## src/rtl/thermo_hyst_ctrl.sv

```systemverilog
// -----------------------------------------------------------------------------
// thermo_hyst_ctrl
//
// Hysteresis thermostat controller. A registered four-state FSM (IDLE, COOL,
// HEAT, FAULT) drives one heater enable and one cooler enable from an unsigned
// temperature sample. Four programmable thresholds set the on and off points.
// A dwell counter holds an actuator on for at least DWELL cycles.
//
// Optional feature: the macro THERMO_FAULT_DETECT_EN enables sensor-fault
// detection. When T is all-zeros or all-ones for two consecutive cycles, the
// FSM moves to a sticky FAULT state. Only reset leaves FAULT. If the macro is
// not defined, FAULT cannot be reached and no detection logic is built.
//
// Parameters:
//   TW     temperature / threshold width (unsigned)
//   DWELL  minimum number of cycles an actuator stays on (1..255)
//
// Ports:
//   clk          clock, rising edge
//   rstN         asynchronous active-low reset
//   T            sampled temperature
//   cfg_load     one-cycle strobe that captures the four threshold inputs
//   heat_on_th   candidate heat-on threshold  (heat when T below it)
//   heat_off_th  candidate heat-off threshold (stop heating when T above it)
//   cool_off_th  candidate cool-off threshold (stop cooling when T below it)
//   cool_on_th   candidate cool-on threshold  (cool when T above it)
//   cfg_err      one-cycle pulse after a cfg_load that was rejected
//   Heater       heater enable (registered)
//   Cooler       cooler enable (registered)
//   state        00 IDLE, 01 COOL, 10 HEAT, 11 FAULT
// -----------------------------------------------------------------------------
module thermo_hyst_ctrl #(
    parameter int TW    = 8,
    parameter int DWELL = 4
) (
    input  logic          clk,
    input  logic          rstN,
    input  logic [TW-1:0] T,
    input  logic          cfg_load,
    input  logic [TW-1:0] heat_on_th,
    input  logic [TW-1:0] heat_off_th,
    input  logic [TW-1:0] cool_off_th,
    input  logic [TW-1:0] cool_on_th,
    output logic          cfg_err,
    output logic          Heater,
    output logic          Cooler,
    output logic [1:0]    state
);

    typedef enum logic [1:0] {
        ST_IDLE  = 2'b00,
        ST_COOL  = 2'b01,
        ST_HEAT  = 2'b10,
        ST_FAULT = 2'b11
    } state_t;

    // Reset thresholds. Each value is truncated when TW is narrow.
    localparam logic [TW-1:0] RST_HEAT_ON  = TW'(32'd15);
    localparam logic [TW-1:0] RST_HEAT_OFF = TW'(32'd30);
    localparam logic [TW-1:0] RST_COOL_OFF = TW'(32'd25);
    localparam logic [TW-1:0] RST_COOL_ON  = TW'(32'd35);
    localparam logic [7:0]    DWELL_LOAD   = 8'(DWELL - 1);

    // A threshold set is accepted only when the heat and cool bands are
    // ordered and do not overlap.
    function automatic logic cfg_valid(
        input logic [TW-1:0] h_on,
        input logic [TW-1:0] h_off,
        input logic [TW-1:0] c_off,
        input logic [TW-1:0] c_on
    );
        return (h_on < h_off) && (h_off <= c_off) && (c_off < c_on);
    endfunction

    state_t        state_r;
    state_t        fsm_next_s;
    state_t        state_s;
    logic [7:0]    dwell_r;
    logic          dwell_done_s;
    logic [TW-1:0] heat_on_r;
    logic [TW-1:0] heat_off_r;
    logic [TW-1:0] cool_off_r;
    logic [TW-1:0] cool_on_r;
    logic          cfg_ok_s;
    logic          cfg_err_r;
    logic          heater_r;
    logic          cooler_r;

    assign dwell_done_s = (dwell_r == 8'd0);
    assign cfg_ok_s     = cfg_valid(heat_on_th, heat_off_th, cool_off_th, cool_on_th);

    // Hysteresis transitions. Heating is checked first in IDLE.
    // HEAT and COOL can only return to IDLE, so a heat/cool swap always
    // passes through at least one IDLE cycle.
    always_comb begin
        fsm_next_s = state_r;
        case (state_r)
            ST_IDLE: begin
                if (T < heat_on_r) begin
                    fsm_next_s = ST_HEAT;
                end else if (T > cool_on_r) begin
                    fsm_next_s = ST_COOL;
                end else begin
                    fsm_next_s = ST_IDLE;
                end
            end
            ST_HEAT: begin
                if ((T > heat_off_r) && dwell_done_s) begin
                    fsm_next_s = ST_IDLE;
                end else begin
                    fsm_next_s = ST_HEAT;
                end
            end
            ST_COOL: begin
                if ((T < cool_off_r) && dwell_done_s) begin
                    fsm_next_s = ST_IDLE;
                end else begin
                    fsm_next_s = ST_COOL;
                end
            end
`ifdef THERMO_FAULT_DETECT_EN
            ST_FAULT: fsm_next_s = ST_FAULT;
`else
            ST_FAULT: fsm_next_s = ST_IDLE;
`endif
            default:  fsm_next_s = ST_IDLE;
        endcase
    end

`ifdef THERMO_FAULT_DETECT_EN
    logic sensor_ext_s;
    logic ext_prev_r;

    assign sensor_ext_s = (T == {TW{1'b0}}) || (T == {TW{1'b1}});
    // A sensor stuck at either rail for a second cycle overrides dwell.
    assign state_s      = (sensor_ext_s && ext_prev_r) ? ST_FAULT : fsm_next_s;

    // Remember whether the previous sample was at a rail.
    always_ff @(posedge clk or negedge rstN) begin
        if (!rstN) begin
            ext_prev_r <= 1'b0;
        end else begin
            ext_prev_r <= sensor_ext_s;
        end
    end
`else
    assign state_s = fsm_next_s;
`endif

    // State register and registered actuator enables.
    // Reset drops the actuators at once, without waiting for the dwell time.
    always_ff @(posedge clk or negedge rstN) begin
        if (!rstN) begin
            state_r  <= ST_IDLE;
            heater_r <= 1'b0;
            cooler_r <= 1'b0;
        end else begin
            state_r  <= state_s;
            heater_r <= (state_s == ST_HEAT);
            cooler_r <= (state_s == ST_COOL);
        end
    end

    // Dwell counter. It loads on entry to HEAT or COOL, then counts down and
    // holds at zero.
    always_ff @(posedge clk or negedge rstN) begin
        if (!rstN) begin
            dwell_r <= 8'd0;
        end else if ((state_s != state_r) &&
                     ((state_s == ST_HEAT) || (state_s == ST_COOL))) begin
            dwell_r <= DWELL_LOAD;
        end else if (dwell_r != 8'd0) begin
            dwell_r <= dwell_r - 8'd1;
        end else begin
            dwell_r <= 8'd0;
        end
    end

    // Threshold bank. All four values update together on a valid load.
    // A rejected load leaves the bank unchanged and raises cfg_err for one cycle.
    always_ff @(posedge clk or negedge rstN) begin
        if (!rstN) begin
            heat_on_r  <= RST_HEAT_ON;
            heat_off_r <= RST_HEAT_OFF;
            cool_off_r <= RST_COOL_OFF;
            cool_on_r  <= RST_COOL_ON;
            cfg_err_r  <= 1'b0;
        end else begin
            cfg_err_r <= cfg_load && !cfg_ok_s;
            if (cfg_load && cfg_ok_s) begin
                heat_on_r  <= heat_on_th;
                heat_off_r <= heat_off_th;
                cool_off_r <= cool_off_th;
                cool_on_r  <= cool_on_th;
            end else begin
                heat_on_r  <= heat_on_r;
                heat_off_r <= heat_off_r;
                cool_off_r <= cool_off_r;
                cool_on_r  <= cool_on_r;
            end
        end
    end

    assign state   = state_r;
    assign Heater  = heater_r;
    assign Cooler  = cooler_r;
    assign cfg_err = cfg_err_r;

endmodule

```

## config.mk

```make
export PLATFORM = sky130hd
export DESIGN_NAME = thermo_hyst_ctrl
export DESIGN_NICKNAME = d
export VERILOG_FILES = /design/src/rtl/thermo_hyst_ctrl.sv
export SDC_FILE = /design/constraint.sdc
export NUM_CORES = 1
export LEC_CHECK = 0
export CAP_MARGIN = 20
export CORE_MARGIN = 8
export CORE_UTILIZATION = 59
export CTS_BUF_LIST = sky130_fd_sc_hd__clkbuf_16
export DETAILED_ROUTE_END_ITERATION = 12
export HOLD_SLACK_MARGIN = 0.05
export PLACE_DENSITY_LB_ADDON = 0.1
export SYNTH_ARGS = -nofsm -noshare
export SYNTH_HDL_FRONTEND = slang
export SYNTH_SLANG_ARGS = --single-unit
```

## constraint.sdc

```tcl
create_clock -name clk -period 8.3 [get_ports clk]
set_clock_uncertainty 0.05 [all_clocks]
set_input_delay 1.66 -clock clk [delete_from_list [all_inputs] [get_ports clk]]
set_output_delay 1.66 -clock clk [all_outputs]
set_load 0.05 [all_outputs]
```

---- Word level (Yosys, flattened, before mapping) ----
Cells that the tools add are included.
Widths: inputs -> output; s select.
storage, ports and cells
  register bits after elaboration ......... 45
  word-level logic and storage cells ...... 42
  output and inout port bits .............. 5
  input port bits ......................... 43
cells by class
  mux-type cells .......................... 7
  reductions and logical operators ........ 12
  magnitude comparators ................... 7
  equal/unequal tests ..................... 6
  $add $sub $neg .......................... 1
operators with widths
  operator             count
  $lt 8x8->1           4
  $gt 8x8->1           2
  $mux 8               2
  $le 8x8->1           1
  $logic_not 8->1      1
  $pmux 2 s4           1
  $reduce_bool 8->1    1
  $sub 8x1->8 const B  1
  $logic_and 1x1->1    7
  $eq 2x2->1 const B   3
  $eq 2x1->1 const B   2
  $mux 2               2
  $logic_not 2->1      1
  $mux 1               2
  $ne 2x2->1           1
  $logic_not 1->1      1
  $logic_or 1x1->1     1

---- Depth between registers and ports, before layout ----
Gate-level depths: netlist (run 1).
  depth after elaboration ................. 8
  gate-level depth with buffers ........... 13
  mapped depth without buffers ............ 13

---- Worst setup path before layout (run 1) ----
OpenSTA, ideal clock, no wires.
  path type ............................... in2reg
  start ................................... input T[5]
  end ..................................... register dwell_r[2]
  slack ................................... 4.083 ns
  setup time .............................. 0.131 ns
  buffers on the path ..................... 0
  arrival ................................. 4.036 ns
  stages on the path ...................... 12
  data required time ...................... 8.119 ns
  cell sequence ........................... ha_1 a211oi_1 nor2_1 o311a_1 o31ai_1 nand2_1 a21oi_1 ha_1 or4_1 o22a_1 o21ai_2 nor4_1
between the ends
  longest elaborated chain between the ends .. 8
  elaborated cells between the ends (all ways) .. 17
  classes of those cells .................. 4 x order compare; 3 x eq/ne; 6 x mux; 4 x reduce/logical
ends and longest elaborated chain
  what                                             RTL line  text
  start: declaration                               38        input logic [TW-1:0] T,
  $gt 8x8->1                                       108       if ((T > heat_off_r) && dwell_done_s) begin
  $logic_and 1x1->1                                108
  $mux 2                                           108
  $pmux 2 s4 *                                     97        case (state_r)
  named net fsm_next_s[1]                          76        state_t fsm_next_s;
  $eq 2x2->1 / $eq 2x1->1 (equally long branches)  170       ((state_s == ST_HEAT) || (state_s == ST_COOL))) begin
  $logic_or 1x1->1                                 170
  $logic_and 1x1->1 *                              169       end else if ((state_s != state_r) &&
  $mux 8 *                                         169
  end signal: assignment                           173       dwell_r <= dwell_r - 8'd1;
  end: declaration                                 78        logic [7:0] dwell_r;
Mark *: on every way through the listed nets, which the timed path passes. The rest lies on a longest branch.
A chain may end at the register's enable or synchronous reset.

---- Worst setup path after layout (run 1) ----
  start ................................... input T[2]
  end ..................................... register dwell_r[2]
between the ends
  longest elaborated chain between the ends .. 8
  elaborated cells between the ends (all ways) .. 17
  classes of those cells .................. 4 x order compare; 3 x eq/ne; 6 x mux; 4 x reduce/logical
ends and longest elaborated chain
  what                                             RTL line  text
  $gt 8x8->1, or another cell as far along         101       end else if (T > cool_on_r) begin
  $mux 1, or another cell as far along             101
  $mux 2, or another cell as far along             99        if (T < heat_on_r) begin
  $pmux 2 s4 *                                     97
  $eq 2x2->1 / $eq 2x1->1 (equally long branches)  170
  $logic_or 1x1->1                                 170
  $logic_and 1x1->1 *                              169
  $mux 8 *                                         169
Every way passes the cells marked *; elsewhere a longest branch is shown, timed or not.

==> run summary, run 1 <==
WL final -> 6860 um
# setup viols final -> 0
Layout cell share with drive strength beyond 1 -> 0.0820
WHS Endpoint -> heat_on_r[5]
CTS Sinks -> 45
Worst-case clock buffer depth -> 2
Worst Setup SP -> T[2]
Die Ht -> 89.3 um
Max-slew headroom -> 0.669
Setup TNS Final -> 0 ps
Post-DP HPWL -> 5560 um
Maximum vdd drop -> 153 uV
Yosys warns -> 0
R2r setup slk -> 4940 ps
Cell variety after synth -> 44
Critical path, cell by cell -> clkdlybuf4s50_1, ha_1, o211a_1, a211oi_1, a211oi_1, o221a_2, a22oi_1, and2_1, ha_1, or4_1, o22a_1, o21ai_2, nor4_1
Syn_nets -> 412
Hold_sp -> heat_on_r[5]
Net Sw Power -> 0.000376 W
Crit path max fanout -> 8
H-tree depth -> 2
Worst Path Class, Setup -> input pin to flip-flop
Area of the multi-input gates -> 1770 um2
Post-cts sizing count -> 0
DRT iter0 DRCs -> 132
Max Cap Viol -> 0
Leakage power -> 1.88 nW
Crit start category -> input pin
P&R area growth vs syn -> 21.6%
Initial Utilization -> 0.616
Delay of the slowest critical-path stage -> 580 ps
Post-synthesis sequential area ratio -> 0.361
CP bufs+invs -> 1
Clock share of power -> 0.188
GPL Wtd Cong -> 0.899
Least-Margin Pin Slew -> 483 ps
Fmax -> 211 MHz
Via density -> 5.54
Post-synth top area share -> 0.245
Core ar. -> 5140 um2
Reg power frac -> 0.365
Die area -> 7970 um2
Number of hold violations in the final report -> 0
Critical R2R Launch -> heat_on_r[2]
I/O pin total -> 48
Vias in the first global route -> 2,558
Tcrit/Tclk final -> 0.571
Worst skew pair latency -> 280 ps
Hold buffers post-CTS -> 0
Clock period minus final worst setup slack -> 4740 ps
Largest area contributor in the netlist -> dfrtp_1
Hold Path Depth -> 1
RSZ-0062 raised after global routing -> no
Arrival time of the worst setup path -> 4840 ps
Switching Fraction -> 0.373
Synthesized netlist cell count -> 313
Remaining global-route overflow -> 0
Placement Rows -> 26
Chip width -> 89.3 um
Remaining routing DRC violations -> 0
Top_reg_cell synth -> dfrtp_1
Synth Cell Area -> 3170 um2
Via count -> 2,416
Post-route ant nets -> 0
IO Port Bufs -> 47
First-pass DRT Iterations -> 4
Cell Count, Final, Fillers Out -> 436
PwrDens -> 262 nW/um2
Total Routing Usage GR -> 0.190
CTS tree -> yes
N_diodes -> 0
Post-layout nets -> 464
Status -> complete, no violations
First-pass GRT wire length -> 11,700 um
Drt wl/cell -> 15.7 um
Worst-path clk slew -> 60 ps
Worst reg2reg path depth -> 13
Syn_area_per_cell -> 10.1 um2
Worst EP required -> 8400 ps
Crit end category -> flip-flop
Storage cell area -> 1140 um2
Post-synthesis async set-or-reset flop share -> 1.00
TritonCTS Buffers -> 5
Max Slew Vio Count -> 0
Initial antenna violation count -> 0
Worst Hold Class -> flip-flop to flip-flop
Root Buffer -> clkbuf_16
Count of flip-flops with a built-in enable after synthesis -> 0
Largest net degree at the start of global routing -> 46
FF-to-FF End -> dwell_r[2]
Worst path slowest cell -> clkdlybuf4s50_1
Tot Pwr -> 0.00101 W
Top cells by area, synth -> dfrtp_1 24%, ha_1 22%, dfstp_2 12%, inv_1 6.8%, mux2i_1 6.6%
Logic gate share of total power -> 0.446
Postcts setup bufs -> 0
Number of instances in the placed design -> 427
P_int -> 0.000631 W
Top delay family on crit path -> compound AO/OA/AOI/OAI gates
Fin Hold WS -> 437 ps
Final core utilization -> 0.749
Filler cell count -> 379
Yosys reg bits -> 45
## through the flow
stage | cell area (um2) | worst slack (ps)
3_5_place_dp | 3690 | 3310
6_report | 3850 | 3560
3_3_place_gp | 3690 | 3400
2_1_floorplan | 3170 | 4080
5_1_grt | 3850 | 3370
4_1_cts | 3830 | 3580
## cells in the mapped netlist (4+ instances only)
master and count:
dfrtp_1 31, a21o_1 4, ha_1 56, mux2i_1 21
o21ai_0 7, nor4_1 9, dfstp_2 14, nand2b_1 5
nor2_1 12, nand3_1 8, mux2_1 9, a21oi_1 16
xnor2_1 4, nand4_1 6, nand2_1 11, inv_1 57
## cells by family (layout without fill, tap and decap cells)
family	count (synthesis)	count (layout)	synth area share
buf+inv	61	114	0.0806
compound gates	48	48	0.102
xor+xnor	6	6	0.0166
flops	45	45	0.361
fa+ha+maj	56	56	0.221
simple gates	65	65	0.113
mux	32	32	0.105
## worst max path at each step
stage | end | cells past startpoint | slack [ps]
3_3_place_gp | dwell_r[5] | 13 | 3400
3_5_place_dp | dwell_r[3] | 13 | 3310
2_1_floorplan | dwell_r[2] | 12 | 4080
4_1_cts | dwell_r[3] | 13 | 3580
5_1_grt | dwell_r[2] | 13 | 3370
6_report | dwell_r[2] | 13 | 3560
## power by group through the flow
stage          sequential, W  combinational (W)  clock (W)
6_report            0.000368           0.000449   0.000190
5_1_grt             0.000379           0.000509   0.000202
4_1_cts             0.000368           0.000449   0.000192
3_5_place_dp        0.000371           0.000441          0
3_3_place_gp        0.000366           0.000425          0
2_1_floorplan       0.000387           0.000295          0
## registers in the layout (all words and copies together), names as in the netlist
register / count
heat_off_r: 8
cfg_err: 1
dwell_r: 8
state: 2
Heater: 1
Cooler: 1
heat_on_r: 8
cool_on_r: 8
cool_off_r: 8
## area by class of cell
type	instances	share of cell area
clock buffers	5	0.0325
clock inverters	3	0.00487
inverters	57	0.0556
multi-input cells	207	0.459
flip-flops and latches	45	0.297
well taps	70	0.0227
repair buffers	49	0.128
## placed cells by master, fill, tap and decap left out, drive strengths merged, types with 3 or more instances in the layout
| cell | Yosys | final |
|---|---|---|
| buf | 4 | 3 |
| nor2 | 12 | 12 |
| nor4 | 9 | 9 |
| ha | 56 | 56 |
| nand2b | 5 | 5 |
| mux2i | 21 | 21 |
| a211oi | 3 | 3 |
| a21oi | 16 | 16 |
| clkbuf | 0 | 5 |
| inv | 57 | 58 |
| clkdlybuf4s50 | 0 | 46 |
| xnor2 | 4 | 4 |
| a21o | 4 | 4 |
| o21ai | 8 | 8 |
| nand2 | 11 | 11 |
| nand3 | 8 | 8 |
| dfrtp | 31 | 31 |
| nand4 | 6 | 6 |
| mux2 | 11 | 11 |
| or3 | 3 | 3 |
| dfstp | 14 | 14 |
## layer usage
| metal | up-vias | track usage | part of all wire |
|---|---|---|---|
| met5 | - | 0 | 0 |
| met4 | 0 | 0.0498 | 0.014 |
| met3 | 12 | 0.0414 | 0.036 |
| met2 | 50 | 0.318 | 0.50 |
| met1 | 1154 | 0.242 | 0.45 |
| li1 | 1200 | - | - |
Power figures use the tool's default switching activity.
==> run 2, diff against run 1 <==
CORE_UTILIZATION = 49   (was 59)
clock period = 4.2 ns   (was 8.3 ns; I/O delays follow)
==> run 2 against run 1 <==
Flip-flop and latch count stayed put. Worst hold slack got worse by 1.7 ps. Sequential power grew 96%. Utilization fell by 13 points. Worst setup slack lost 3300 ps. Sequential share of layout area shrank 0.22 points. Final area increased by 0.75%. Clock power is 92% higher. Via count is 1.4% lower. First-iteration DRC count is 61% lower. Critical path type unchanged.
==> run summary, run 2 (same netlist as run 1, synthesis figures left out) <==
WHS Endpoint -> heat_on_r[4]
WL final -> 6990 um
Worst skew pair latency -> 280 ps
CTS tree -> yes
FF-to-FF End -> dwell_r[1]
Die area -> 9290 um2
Least-Margin Pin Slew -> 834 ps
Remaining global-route overflow -> 0
CTS Sinks -> 45
Fmax -> 253 MHz
PwrDens -> 508 nW/um2
IO Port Bufs -> 47
Initial Utilization -> 0.502
H-tree depth -> 2
Worst Hold Class -> flip-flop to flip-flop
Layout cell share with drive strength beyond 1 -> 0.0815
DRT iter0 DRCs -> 52
Crit path max fanout -> 8
Crit start category -> input pin
Vias in the first global route -> 2,540
Number of hold violations in the final report -> 0
Fin Hold WS -> 435 ps
Post-DP HPWL -> 5780 um
Drt wl/cell -> 15.7 um
Root Buffer -> clkbuf_16
RSZ-0062 raised after global routing -> no
Commonest non-fill, non-tap cells in the layout -> 60 x inv_1, 56 x ha_1, 46 x clkdlybuf4s50_1
Max Cap Viol -> 0
Crit end category -> flip-flop
Post-cts sizing count -> 0
Hold buffers post-CTS -> 0
Die Ht -> 96.4 um
Hold Path Depth -> 1
Most common cell after layout, fill and taps aside -> inv_1
Critical R2R Launch -> heat_on_r[2]
Post-route ant nets -> 0
Worst-path clk slew -> 60 ps
First-pass DRT Iterations -> 4
Post-layout nets -> 466
Hold_sp -> heat_on_r[4]
Via density -> 5.35
Worst path most repeated cell -> ha_1
Tcrit/Tclk final -> 0.942
Filler cell count -> 551
Delay of the slowest critical-path stage -> 500 ps
GPL Wtd Cong -> 0.880
Max-slew headroom -> 0.444
Arrival time of the worst setup path -> 4120 ps
N_diodes -> 0
Maximum vdd drop -> 272 uV
P&R area growth vs syn -> 22.5%
Max Slew Vio Count -> 0
Worst path slowest cell -> clkdlybuf4s50_1
First-pass GRT wire length -> 11,700 um
Status -> complete, no violations
Chip width -> 96.4 um
Postcts setup bufs -> 0
Critical path, cell by cell -> clkdlybuf4s50_1, ha_1, a211oi_1, nor2_1, o311a_1, o31ai_1, nand2_1, a21oi_1, ha_1, or4_1, o22a_1, o21ai_2, or3_1
Largest net degree at the start of global routing -> 37
Worst Path Class, Setup -> input pin to flip-flop
Remaining routing DRC violations -> 0
R2r setup slk -> 850 ps
Core ar. -> 6310 um2
Top delay family on crit path -> compound AO/OA/AOI/OAI gates
CP bufs+invs -> 1
Via count -> 2,381
Total Routing Usage GR -> 0.161
Storage cell area -> 1140 um2
# setup viols final -> 0
I/O pin total -> 48
TritonCTS Buffers -> 5
Tot Pwr -> 0.00197 W
Initial antenna violation count -> 0
Worst reg2reg path depth -> 13
Placement Rows -> 29
Clock period minus final worst setup slack -> 3950 ps
Leakage power -> 1.90 nW
Worst-case clock buffer depth -> 2
Worst EP required -> 4370 ps
Area of the multi-input gates -> 1770 um2
run 2: cell count changes in the layout (fill, tap and decap cells not counted), sizes merged:
cell      change
buf           +2
clkinvlp      -2
inv           +2
run 2: where the power goes:
group / switching, W / leakage (nW) / internal, W / total, W
clock network: 0.000151 / 0.0776 / 0.000214 / 0.000365
registers: 0.0000844 / 0.518 / 0.000639 / 0.000723
logic: 0.000489 / 1.30 / 0.000392 / 0.000881
total: 0.000724 / 1.90 / 0.00124 / 0.00197
run 2: routing by layer:
layer	up-vias	global-route usage	part of all wire
met2	39	0.264	0.48
met1	1128	0.208	0.46
li1	1204	-	-
met5	-	0	0
met3	10	0.0294	0.043
met4	0	0.0542	0.017
run 2: cell type report:
type                       instances  area share
inverter                          57      0.0552
sequential                        45       0.295
timing repair buffer              51       0.134
tap                               77      0.0248
multi-input combinational        207       0.456
clock inverter                     3     0.00290
clock buffer                       5      0.0323
run 2: worst max path at each step:
| stage | start | to | slack (ps) | depth (start not counted) |
|---|---|---|---|---|
| 2_1_floorplan | T[5] | dwell_r[2] | 800 | 12 |
| 3_3_place_gp | T[5] | dwell_r[5] | 100 | 13 |
| 3_5_place_dp | T[5] | dwell_r[7] | -20 | 13 |
| 4_1_cts | T[5] | dwell_r[1] | 250 | 13 |
| 5_1_grt | T[5] | dwell_r[5] | 50 | 13 |
| 6_report | T[5] | dwell_r[1] | 250 | 13 |
run 2: through the flow:
step,area [um2],util,setup slack [ps],instances,setup TNS [ps]
floorplan,3170,-,803,313,0
global placement,3740,0.593,97.5,437,0
detailed placement,3740,0.593,-24.5,437,-119
CTS,3880,0.614,253,445,0
global route,3880,0.614,48.4,445,0
finish,3880,0.614,245,445,0
==> run 3, diff against run 2 <==
CORE_ASPECT_RATIO = 1.5   (was not set)
==> run 3 against run 2 <==
Critical path depth unchanged. Power is essentially flat. Fmax up 1.4%. First-iteration DRC count grew 62%. Routed wire length about the same. Die area up 0.58%. Cell count is 0.45% lower. Worst hold slack worse by 68 ps. Sequential share of layout area rose by 0.067 points. Worst setup slack better by 55 ps. Non-clock buffer count down 1. Via count decreased by 0.80%.
==> run summary, run 3 (same netlist as run 1, synthesis figures left out) <==
Status -> complete, no violations
Final core utilization -> 0.605
Top delay family on crit path -> compound AO/OA/AOI/OAI gates
Least-Margin Pin Slew -> 516 ps
Critical path, cell by cell -> clkdlybuf4s50_1, ha_1, o211a_1, a211oi_1, a211oi_1, o221a_2, a22oi_1, and2_1, ha_1, or4_1, o22a_1, o21ai_2, nor4_1
Vias in the first global route -> 2,540
Die Ht -> 114 um
Drt wl/cell -> 15.8 um
Final setup margin -> 301 ps
Crit start category -> input pin
RSZ-0062 raised after global routing -> no
Arrival time of the worst setup path -> 4000 ps
Worst Path Class, Setup -> input pin to flip-flop
Worst-path clk slew -> 60 ps
P&R area growth vs syn -> 22.2%
Postcts setup bufs -> 0
CTS tree -> yes
Post-DP HPWL -> 5660 um
Die area -> 9340 um2
Core ar. -> 6400 um2
First-pass GRT wire length -> 11,900 um
# setup viols final -> 0
CP bufs+invs -> 1
Post-route ant nets -> 0
Maximum vdd drop -> 269 uV
Worst path depth -> 13
Critical R2R Launch -> heat_on_r[2]
R2r setup slk -> 800 ps
Max Cap Viol -> 0
Switching Fraction -> 0.369
Placement Rows -> 36
Layout cell share with drive strength beyond 1 -> 0.0790
Via count -> 2,362
DRT iter0 DRCs -> 84
Worst skew pair latency -> 280 ps
Via density -> 5.33
Worst path slowest cell -> clkdlybuf4s50_1
H-tree depth -> 2
Crit path max fanout -> 8
Worst Setup SP -> T[4]
Tot Pwr -> 0.00197 W
Root Buffer -> clkbuf_16
PwrDens -> 509 nW/um2
Post-cts sizing count -> 0
Crit end category -> flip-flop
Max Slew Vio Count -> 0
Delay of the slowest critical-path stage -> 490 ps
Fmax -> 256 MHz
Number of instances in the placed design -> 434
Dpl ws -> 1.85 ps
Worst EP required -> 4300 ps
Initial antenna violation count -> 0
Post-layout nets -> 465
Total Routing Usage GR -> 0.162
Largest net degree at the start of global routing -> 46
Logic gate share of total power -> 0.446
Leakage power -> 1.89 nW
Clock period minus final worst setup slack -> 3900 ps
Commonest non-fill, non-tap cells in the layout -> 59 x inv_1, 56 x ha_1, 46 x clkdlybuf4s50_1
Worst reg2reg path depth -> 13
IO Port Bufs -> 47
Most common cell after layout, fill and taps aside -> inv_1
GPL Wtd Cong -> 0.798
Clock share of power -> 0.187
Worst-case clock buffer depth -> 2
Remaining routing DRC violations -> 0
Setup TNS Final -> 0 ps
Critical Path End -> dwell_r[5]
P_int -> 0.00124 W
TritonCTS Buffers -> 5
Number of hold violations in the final report -> 0
Hold buffers post-CTS -> 0
CTS Sinks -> 45
Filler cell count -> 573
Worst Hold Class -> input pin to asynchronous set/reset pin
Remaining global-route overflow -> 0
N_diodes -> 0
Reg power frac -> 0.367
I/O pin total -> 48
WL final -> 6990 um
Cell Count, Final, Fillers Out -> 443
Tcrit/Tclk final -> 0.928
Net Sw Power -> 0.000727 W
FF-to-FF End -> dwell_r[5]
Max-slew headroom -> 0.647
Initial Utilization -> 0.495
First-pass DRT Iterations -> 4
Chip width -> 81.6 um
==> run 3: per-stage QoR <==
stage / area, um2 / hold WS [ps]
finish: 3870 / 367
global placement: 3710 / 422
global route: 3870 / 385
floorplan: 3170 / 408
CTS: 3850 / 438
detailed placement: 3710 / 426
==> run 3: layer usage <==
metal | vias to the layer above | wire length [um] | track usage
met3 | 4 | 275 | 0.0354
li1 | 1205 | - | -
met1 | 1119 | 2930 | 0.184
met5 | - | 0 | 0
met4 | 0 | 68 | 0.0388
met2 | 34 | 3720 | 0.292
==> run 3: how the worst min path moves through the flow <==
stage	start	end	slack, ps	depth (start not counted)
2_1_floorplan	heat_on_r[4]	heat_on_r[4]	410	1
3_3_place_gp	heat_on_r[5]	heat_on_r[5]	420	1
3_5_place_dp	heat_on_r[7]	heat_on_r[7]	430	1
4_1_cts	heat_off_r[3]	heat_off_r[3]	440	2
5_1_grt	rstN	dwell_r[2]	380	1
6_report	rstN	dwell_r[2]	370	1
==> run 3: final cells by class <==
| class | count | area, um2 | area share |
|---|---|---|---|
| well taps | 76 | 95.1 | 0.0246 |
| clock buffers | 5 | 125 | 0.0323 |
| multi-input cells | 207 | 1770 | 0.457 |
| flip-flops and latches | 45 | 1140 | 0.296 |
| repair buffers | 50 | 513 | 0.133 |
| inverters | 57 | 214 | 0.0553 |
| clock inverters | 3 | 11.3 | 0.00291 |
==> run 3: power groups by stage <==
stage          registers [W]  clock network, W  logic (W)
5_1_grt             0.000746          0.000399   0.000997
6_report            0.000723          0.000369   0.000878
3_3_place_gp        0.000726                 0   0.000859
4_1_cts             0.000725          0.000380   0.000889
2_1_floorplan       0.000764                 0   0.000583
3_5_place_dp        0.000734                 0   0.000877
